## src/rtl/fetch_unit_if.sv

```systemverilog
// Instruction-fetch bus bundle: memory read channel plus the decode-side output.
interface fetch_unit_if;
    logic        mem_req_o;
    logic [31:0] mem_addr_o;
    logic        mem_gnt_i;
    logic        mem_rvalid_i;
    logic [31:0] mem_rdata_i;
    logic [31:0] instr_o;
    logic [31:0] pc_o;
    logic        instr_valid_o;
    logic        instr_ready_i;

    // Fetch unit side
    modport master (
        output mem_req_o, mem_addr_o, instr_o, pc_o, instr_valid_o,
        input  mem_gnt_i, mem_rvalid_i, mem_rdata_i, instr_ready_i
    );

    // Memory / decode side
    modport slave (
        input  mem_req_o, mem_addr_o, instr_o, pc_o, instr_valid_o,
        output mem_gnt_i, mem_rvalid_i, mem_rdata_i, instr_ready_i
    );
endinterface

```

## src/rtl/fetch_unit.sv

```systemverilog
// Single-outstanding instruction fetch unit with branch redirect.
// Sequence per instruction: request (REQ) -> wait for data (WAIT) -> present
// to decode (OUT). A redirect that leaves a granted read in flight parks in
// DRAIN until that stale response returns.
module fetch_unit #(
    parameter logic [31:0] RESET_PC = 32'h0000_0000
) (
    input  logic         clk,
    input  logic         rs_i,
    input  logic         branch_i,
    input  logic [31:0]  branch_addr_i,
    fetch_unit_if.master bus
);

    typedef enum logic [1:0] {
        ST_REQ   = 2'd0,
        ST_WAIT  = 2'd1,
        ST_OUT   = 2'd2,
        ST_DRAIN = 2'd3
    } state_t;

    state_t      state;
    logic [31:0] pc;
    logic [31:0] instr;
    logic [31:0] pc_out;
    logic        valid;
    logic [31:0] target;
    logic        unused_align;

    // Redirect targets are forced to a word boundary; low bits are dropped.
    assign target       = {branch_addr_i[31:2], 2'b00};
    assign unused_align = ^branch_addr_i[1:0];

    // Request is qualified by reset so nothing is issued while rs_i is low,
    // yet the first request appears in the very first cycle after release.
    assign bus.mem_req_o     = (state == ST_REQ) && rs_i;
    assign bus.mem_addr_o    = pc;
    assign bus.instr_o       = instr;
    assign bus.pc_o          = pc_out;
    assign bus.instr_valid_o = valid;

    // Fetch state machine, program counter and output register.
    always_ff @(posedge clk) begin
        if (!rs_i) begin
            state  <= ST_REQ;
            pc     <= RESET_PC;
            instr  <= '0;
            pc_out <= RESET_PC;
            valid  <= 1'b0;
        end else begin
            case (state)
                ST_REQ: begin
                    if (branch_i) begin
                        pc    <= target;
                        state <= bus.mem_gnt_i ? ST_DRAIN : ST_REQ;
                    end else if (bus.mem_gnt_i) begin
                        state <= ST_WAIT;
                    end
                end
                ST_WAIT: begin
                    if (branch_i) begin
                        pc    <= target;
                        state <= bus.mem_rvalid_i ? ST_REQ : ST_DRAIN;
                    end else if (bus.mem_rvalid_i) begin
                        instr  <= bus.mem_rdata_i;
                        pc_out <= pc;
                        valid  <= 1'b1;
                        state  <= ST_OUT;
                    end
                end
                ST_OUT: begin
                    if (branch_i) begin
                        pc    <= target;
                        valid <= 1'b0;
                        state <= ST_REQ;
                    end else if (bus.instr_ready_i) begin
                        pc    <= pc + 32'd4;
                        valid <= 1'b0;
                        state <= ST_REQ;
                    end
                end
                ST_DRAIN: begin
                    if (branch_i) begin
                        pc <= target;
                    end
                    if (bus.mem_rvalid_i) begin
                        state <= ST_REQ;
                    end
                end
                default: begin
                    state <= ST_REQ;
                end
            endcase
        end
    end

endmodule

```

## src/flat_wrapper.sv

```systemverilog
// flat-port wrapper written by rule: the top's interface ports become plain ports
module fetch_unit_flat 
#(
    parameter logic [31:0] RESET_PC = 32'h0000_0000
)
  (clk, rs_i, branch_i, branch_addr_i, bus_mem_req_o, bus_mem_addr_o, bus_instr_o, bus_pc_o, bus_instr_valid_o, bus_mem_gnt_i, bus_mem_rvalid_i, bus_mem_rdata_i, bus_instr_ready_i);
  fetch_unit_if bus_i ();
  input  logic clk;
  input  logic rs_i;
  input  logic branch_i;
  input  logic [31:0] branch_addr_i;
  output wire logic [$bits(bus_i.mem_req_o)-1:0] bus_mem_req_o;
  output wire logic [$bits(bus_i.mem_addr_o)-1:0] bus_mem_addr_o;
  output wire logic [$bits(bus_i.instr_o)-1:0] bus_instr_o;
  output wire logic [$bits(bus_i.pc_o)-1:0] bus_pc_o;
  output wire logic [$bits(bus_i.instr_valid_o)-1:0] bus_instr_valid_o;
  input wire logic [$bits(bus_i.mem_gnt_i)-1:0] bus_mem_gnt_i;
  input wire logic [$bits(bus_i.mem_rvalid_i)-1:0] bus_mem_rvalid_i;
  input wire logic [$bits(bus_i.mem_rdata_i)-1:0] bus_mem_rdata_i;
  input wire logic [$bits(bus_i.instr_ready_i)-1:0] bus_instr_ready_i;
  assign bus_mem_req_o = bus_i.mem_req_o;
  assign bus_mem_addr_o = bus_i.mem_addr_o;
  assign bus_instr_o = bus_i.instr_o;
  assign bus_pc_o = bus_i.pc_o;
  assign bus_instr_valid_o = bus_i.instr_valid_o;
  assign bus_i.mem_gnt_i = bus_mem_gnt_i;
  assign bus_i.mem_rvalid_i = bus_mem_rvalid_i;
  assign bus_i.mem_rdata_i = bus_mem_rdata_i;
  assign bus_i.instr_ready_i = bus_instr_ready_i;
  fetch_unit #(.RESET_PC(RESET_PC)) u_core (.clk(clk), .rs_i(rs_i), .branch_i(branch_i), .branch_addr_i(branch_addr_i), .bus(bus_i));
endmodule
```

## config.mk

```make
export PLATFORM = sky130hd
export DESIGN_NAME = fetch_unit_flat
export DESIGN_NICKNAME = d
export VERILOG_FILES = /design/src/rtl/fetch_unit_if.sv /design/src/rtl/fetch_unit.sv /design/src/flat_wrapper.sv
export SDC_FILE = /design/constraint.sdc
export NUM_CORES = 1
export LEC_CHECK = 0
export BUFFER_PORTS_ARGS = -buffer_cell sky130_fd_sc_hd__buf_2
export CORE_MARGIN = 8
export CORE_UTILIZATION = 25
export CTS_CLUSTER_DIAMETER = 40
export CTS_CLUSTER_SIZE = 20
export DETAILED_ROUTE_END_ITERATION = 10
export SETUP_SLACK_MARGIN = 0.2
export SLEW_MARGIN = 30
export SYNTH_ARGS = -nofsm -noshare
export SYNTH_HDL_FRONTEND = slang
export SYNTH_SLANG_ARGS = --single-unit
```

## constraint.sdc

```tcl
create_clock -name clk -period 2.86 [get_ports clk]
set_input_delay 0.286 -clock clk [delete_from_list [all_inputs] [get_ports clk]]
set_output_delay 0.286 -clock clk [all_outputs]
set_load 0.01 [all_outputs]
```

==> metrics.txt <==
# TYPE chip_impl_metric gauge
chip_impl_metric{name="grt_max_degree",unit=""} 40
chip_impl_metric{name="htree_levels",unit=""} 3
chip_impl_metric{name="buffer_ports.inserted",unit=""} 161
chip_impl_metric{name="cts.path.max_buffers",unit=""} 2
chip_impl_metric{name="areaGrowthSynthToFinish",unit="%"} 30.1
chip_impl_info{name="cts_tree",value="yes"} 1
chip_impl_metric{name="nets",unit=""} 759
chip_impl_metric{name="synthAdderAreaFrac",unit="%"} 0.288
chip_impl_metric{name="power.net_switching",unit="mW"} 0.748
chip_impl_metric{name="cts.repair_timing.setup_buffer_count",unit=""} 0
chip_impl_info{name="layout.cells.most_common",value="sky130_fd_sc_hd__buf_2"} 1
chip_impl_metric{name="drcViolationCount",unit=""} 0
chip_impl_metric{name="netSwitchingFraction",unit="%"} 25.3
chip_impl_metric{name="power.density_cell_area",unit="nW/µm²"} 522
chip_impl_metric{name="setup_viol",unit=""} 0
chip_impl_metric{name="multi_input_comb_area",unit="µm²"} 2250
chip_impl_metric{name="sequential_cell_area",unit="µm²"} 1900
chip_impl_metric{name="holdBufCountCts",unit=""} 0
chip_impl_metric{name="global_route.usage.total",unit="%"} 13.2
chip_impl_metric{name="viasPerCell",unit=""} 4.64
chip_impl_info{name="synth_top_family_by_area",value="simple AND/OR/NAND/NOR gates"} 1
chip_impl_metric{name="first_iter_violations",unit=""} 215
chip_impl_metric{name="drive_above_1_share",unit="%"} 27.8
chip_impl_metric{name="initial_core_util",unit="%"} 25.3
chip_impl_metric{name="p_comb_share",unit="%"} 10.6
chip_impl_metric{name="worst_ep_required_time",unit="ns"} 3.11
chip_impl_metric{name="gp_congestion",unit=""} 0.765
chip_impl_metric{name="fin_tns_setup",unit="ns"} 0
chip_impl_metric{name="timing.final.crit_period",unit="ns"} 2.21
chip_impl_metric{name="clk-insertion-delay-late",unit="ns"} 0.35
chip_impl_info{name="critPathCaptureType",value="flip-flop"} 1
chip_impl_info{name="worst_path_max_delay_cell",value="sky130_fd_sc_hd__or4_1"} 1
chip_impl_metric{name="antenna_violations_before_repair",unit=""} 0
chip_impl_metric{name="vias_in_the_first_global_route",unit=""} 4109
chip_impl_metric{name="compound_gate_portion_of_the_synthesized_area",unit="%"} 21.5
chip_impl_metric{name="numClockSinks",unit=""} 95
chip_impl_metric{name="post_synth_inst_count",unit=""} 545
chip_impl_metric{name="core_area",unit="µm²"} 17200
chip_impl_metric{name="synth-async-reset-ratio",unit="%"} 0
chip_impl_info{name="yosys_most_used_dff",value="sky130_fd_sc_hd__dfxtp_1"} 1
chip_impl_metric{name="worst_ep_arrival_time",unit="ns"} 2.46
chip_impl_info{name="clockRootBuffer",value="sky130_fd_sc_hd__clkbuf_16"} 1
chip_impl_metric{name="hpwl",unit="µm"} 10700
chip_impl_metric{name="clock_slew_seen_by_the_registers_of_the_worst_setup_and_hold_paths",unit="ns"} 0.07
chip_impl_metric{name="post-route-worst-setup-slack",unit="ns"} 0.649
chip_impl_metric{name="globalRoute.totalOverflow",unit=""} 0
chip_impl_metric{name="synth_xor_area_share",unit="%"} 1.41
chip_impl_metric{name="wl_per_cell",unit="µm"} 15.8
chip_impl_metric{name="yosys_warnings",unit=""} 0
chip_impl_info{name="critical_path_class",value="reg2reg"} 1
chip_impl_metric{name="synth_simple_gate_area_share",unit="%"} 28.0
chip_impl_metric{name="number_of_enable_flip_flop_cells_after_synthesis",unit=""} 0
chip_impl_info{name="hp-class",value="in2reg"} 1
chip_impl_metric{name="routed-via-count",unit=""} 4256
chip_impl_metric{name="syn-mean-instance-area",unit="µm²"} 7.98
chip_impl_metric{name="worst_setup_timing_slack_at_the_placement_stage",unit="ns"} 0.670
chip_impl_info{name="path_common_cell",value="sky130_fd_sc_hd__or4_1"} 1
chip_impl_info{name="startpoint_type",value="flip-flop"} 1
chip_impl_metric{name="finalHoldViolCount",unit=""} 0
chip_impl_metric{name="max_slew.worst_pin.slew",unit="ns"} 0.699
chip_impl_metric{name="part_of_the_yosys_area_used_for_sequential_elements",unit="%"} 43.8
chip_impl_metric{name="power_leakage",unit="nW"} 2.29
chip_impl_metric{name="timing.final.max_slew_violations",unit=""} 0
chip_impl_metric{name="drt_pass1_iterations",unit=""} 4
chip_impl_metric{name="synth.area.mux_share",unit="%"} 0
chip_impl_metric{name="die_h",unit="µm"} 148
chip_impl_metric{name="final_cycle_share",unit="%"} 77.3
chip_impl_metric{name="wire_length_of_the_first_global_routing_pass",unit="µm"} 23100
chip_impl_metric{name="synth.lib_cells_used.distinct",unit=""} 47
chip_impl_metric{name="max_cap_viols",unit=""} 0
chip_impl_metric{name="totalWireLength",unit="µm"} 14500
chip_impl_metric{name="clockPowerShare",unit="%"} 40.6
chip_impl_metric{name="worst_path_largest_cell_delay",unit="ns"} 0.68
chip_impl_metric{name="die_width",unit="µm"} 148
chip_impl_metric{name="clock_skew",unit="ns"} 0.00800
chip_impl_info{name="run_status",value="finished clean"} 1
chip_impl_metric{name="cts-buffers-inserted",unit=""} 9
chip_impl_metric{name="number_of_synthesized_register_bits",unit=""} 95
chip_impl_metric{name="peakVddDrop",unit="mV"} 0.289
chip_impl_metric{name="p_int",unit="mW"} 2.20
chip_impl_metric{name="postRouteAntennaNets",unit=""} 0
chip_impl_metric{name="critPathMaxFanout",unit=""} 9
chip_impl_info{name="unrepaired_setup_endpoints_after_global_routing",value="false"} 1
chip_impl_metric{name="dieArea",unit="µm²"} 21900
chip_impl_info{name="crit_chain",value="nand4_4 -> or4_1 -> or4_1 -> a221oi_1"} 1
chip_impl_metric{name="achievable-frequency",unit="MHz"} 452
chip_impl_metric{name="seq_power_share",unit="%"} 48.8
chip_impl_metric{name="synth.cell_area",unit="µm²"} 4350
chip_impl_info{name="mostFrequentLayoutCells",value="161 x sky130_fd_sc_hd__buf_2, 147 x sky130_fd_sc_hd__nand2_1, 95 x sky130_fd_sc_hd__dfxtp_1"} 1
chip_impl_metric{name="rows",unit=""} 48
chip_impl_metric{name="number_of_resized_instances_in_the_post_cts_repair_step",unit=""} 0
chip_impl_metric{name="filler_cell_count",unit=""} 1847
chip_impl_metric{name="relative_slew_slack",unit="%"} 53.3
chip_impl_metric{name="boundaryPins",unit=""} 168
[power groups by stage]
stage	registers, mW	clock network, mW	logic, mW
after floorplan	1.47	0	0.169
after global placement	1.47	0	0.317
after detailed placement	1.47	0	0.318
after CTS	1.44	1.26	0.319
after global routing	1.45	1.31	0.350
final	1.44	1.20	0.313
[logic make-up (layout without fill, tap and decap cells)]
family	Yosys count	count (layout)
AO/OA/AOI/OAI	132	132
adder cells (fa/ha/maj)	1	1
flip-flops	95	95
buffers and inverters	53	196
AND/OR/NAND/NOR	256	256
other	1	5
XOR/XNOR	7	7
[sequential cells by signal, summed over array words and instances (netlist names)]
signal and count:
u_core.bus.instr_valid_o 1, u_core.bus.mem_addr_o 30, u_core.state 2, u_core.bus.pc_o 30, u_core.bus.instr_o 32
[synthesized netlist by cell type, drive strengths merged (2+ instances only)]
cell type | number | area [µm²]
nand2 | 147 | 552
a31oi | 2 | 12.5
nand3 | 12 | 60.1
and3 | 2 | 12.5
nor3b | 3 | 22.5
nor4 | 16 | 100
nor3 | 16 | 80.1
nand3b | 3 | 22.5
nor2 | 17 | 63.8
a21oi | 12 | 60.1
clkbuf | 38 | 143
and4 | 4 | 35.0
inv | 6 | 22.5
a21boi | 64 | 480
a211oi | 7 | 52.6
dfxtp | 95 | 1900
a221oi | 2 | 17.5
a311oi | 4 | 35.0
o221ai | 5 | 43.8
nor2b | 5 | 31.3
and2 | 2 | 12.5
buf | 9 | 52.6
o21ai | 22 | 110
or3 | 4 | 26.3
xnor2 | 6 | 52.6
and3b | 2 | 17.5
nand2b | 3 | 18.8
nand4b | 3 | 26.3
or4 | 5 | 37.5
o211a | 4 | 40.0
nand4 | 12 | 96.3
o31ai | 3 | 22.5
[stage by stage]
step	area [µm²]	power [mW]	hold slack (ns)	cells	util, %
finish	5660	2.95	0.165	917	32.9
global route	5650	3.11	0.147	916	32.9
floorplan	4360	1.64	0.424	548	-
CTS	5650	3.02	0.152	916	32.9
detailed placement	5370	1.79	0.453	902	31.3
global placement	5370	1.79	0.446	902	31.3
[per-layer routing]
metal | global-route usage [%] | part of all wire (%) | routed length [µm] | up-vias
met2 | 20.2 | 44 | 6320 | 126
met1 | 16.6 | 47 | 6770 | 1931
met4 | 4.13 | 1.5 | 218 | 0
met5 | 0 | 0 | 0 | -
met3 | 5.50 | 8.4 | 1210 | 13
li1 | - | - | - | 2186
[area by class of cell]
cell class                 instances  area share, %
clock inverter                     1          0.531
tap                              225           4.98
timing repair buffer             176           16.2
clock buffer                      13           4.42
sequential                        95           33.6
multi-input combinational        400           39.8
antenna                            1         0.0442
inverter                           6          0.398
[critical path: cells and delay by family, from the launching register on]
family	cells	cell delay [ns]
AND/OR/NAND/NOR	3	1.35
AO/OA/AOI/OAI	1	0.27
flip-flops	1	0.51
[final timing paths]
path	startpoint	slack, ns	to	depth (start not counted)
hold / removal	branch_addr_i[2]	0.16	u_core.bus.mem_addr_o[2]$_SDFFE_PN0P_	2
setup / recovery	u_core.bus.mem_addr_o[10]$_SDFFE_PN0P_	0.65	u_core.bus.mem_addr_o[21]$_SDFFE_PN0P_	4
setup reg to reg	u_core.bus.mem_addr_o[10]$_SDFFE_PN0P_	0.65	u_core.bus.mem_addr_o[21]$_SDFFE_PN0P_	4
hold reg to reg	u_core.bus.instr_o[4]$_SDFFE_PN0P_	0.46	u_core.bus.instr_o[4]$_SDFFE_PN0P_	2
Power figures use the tool's default switching activity.
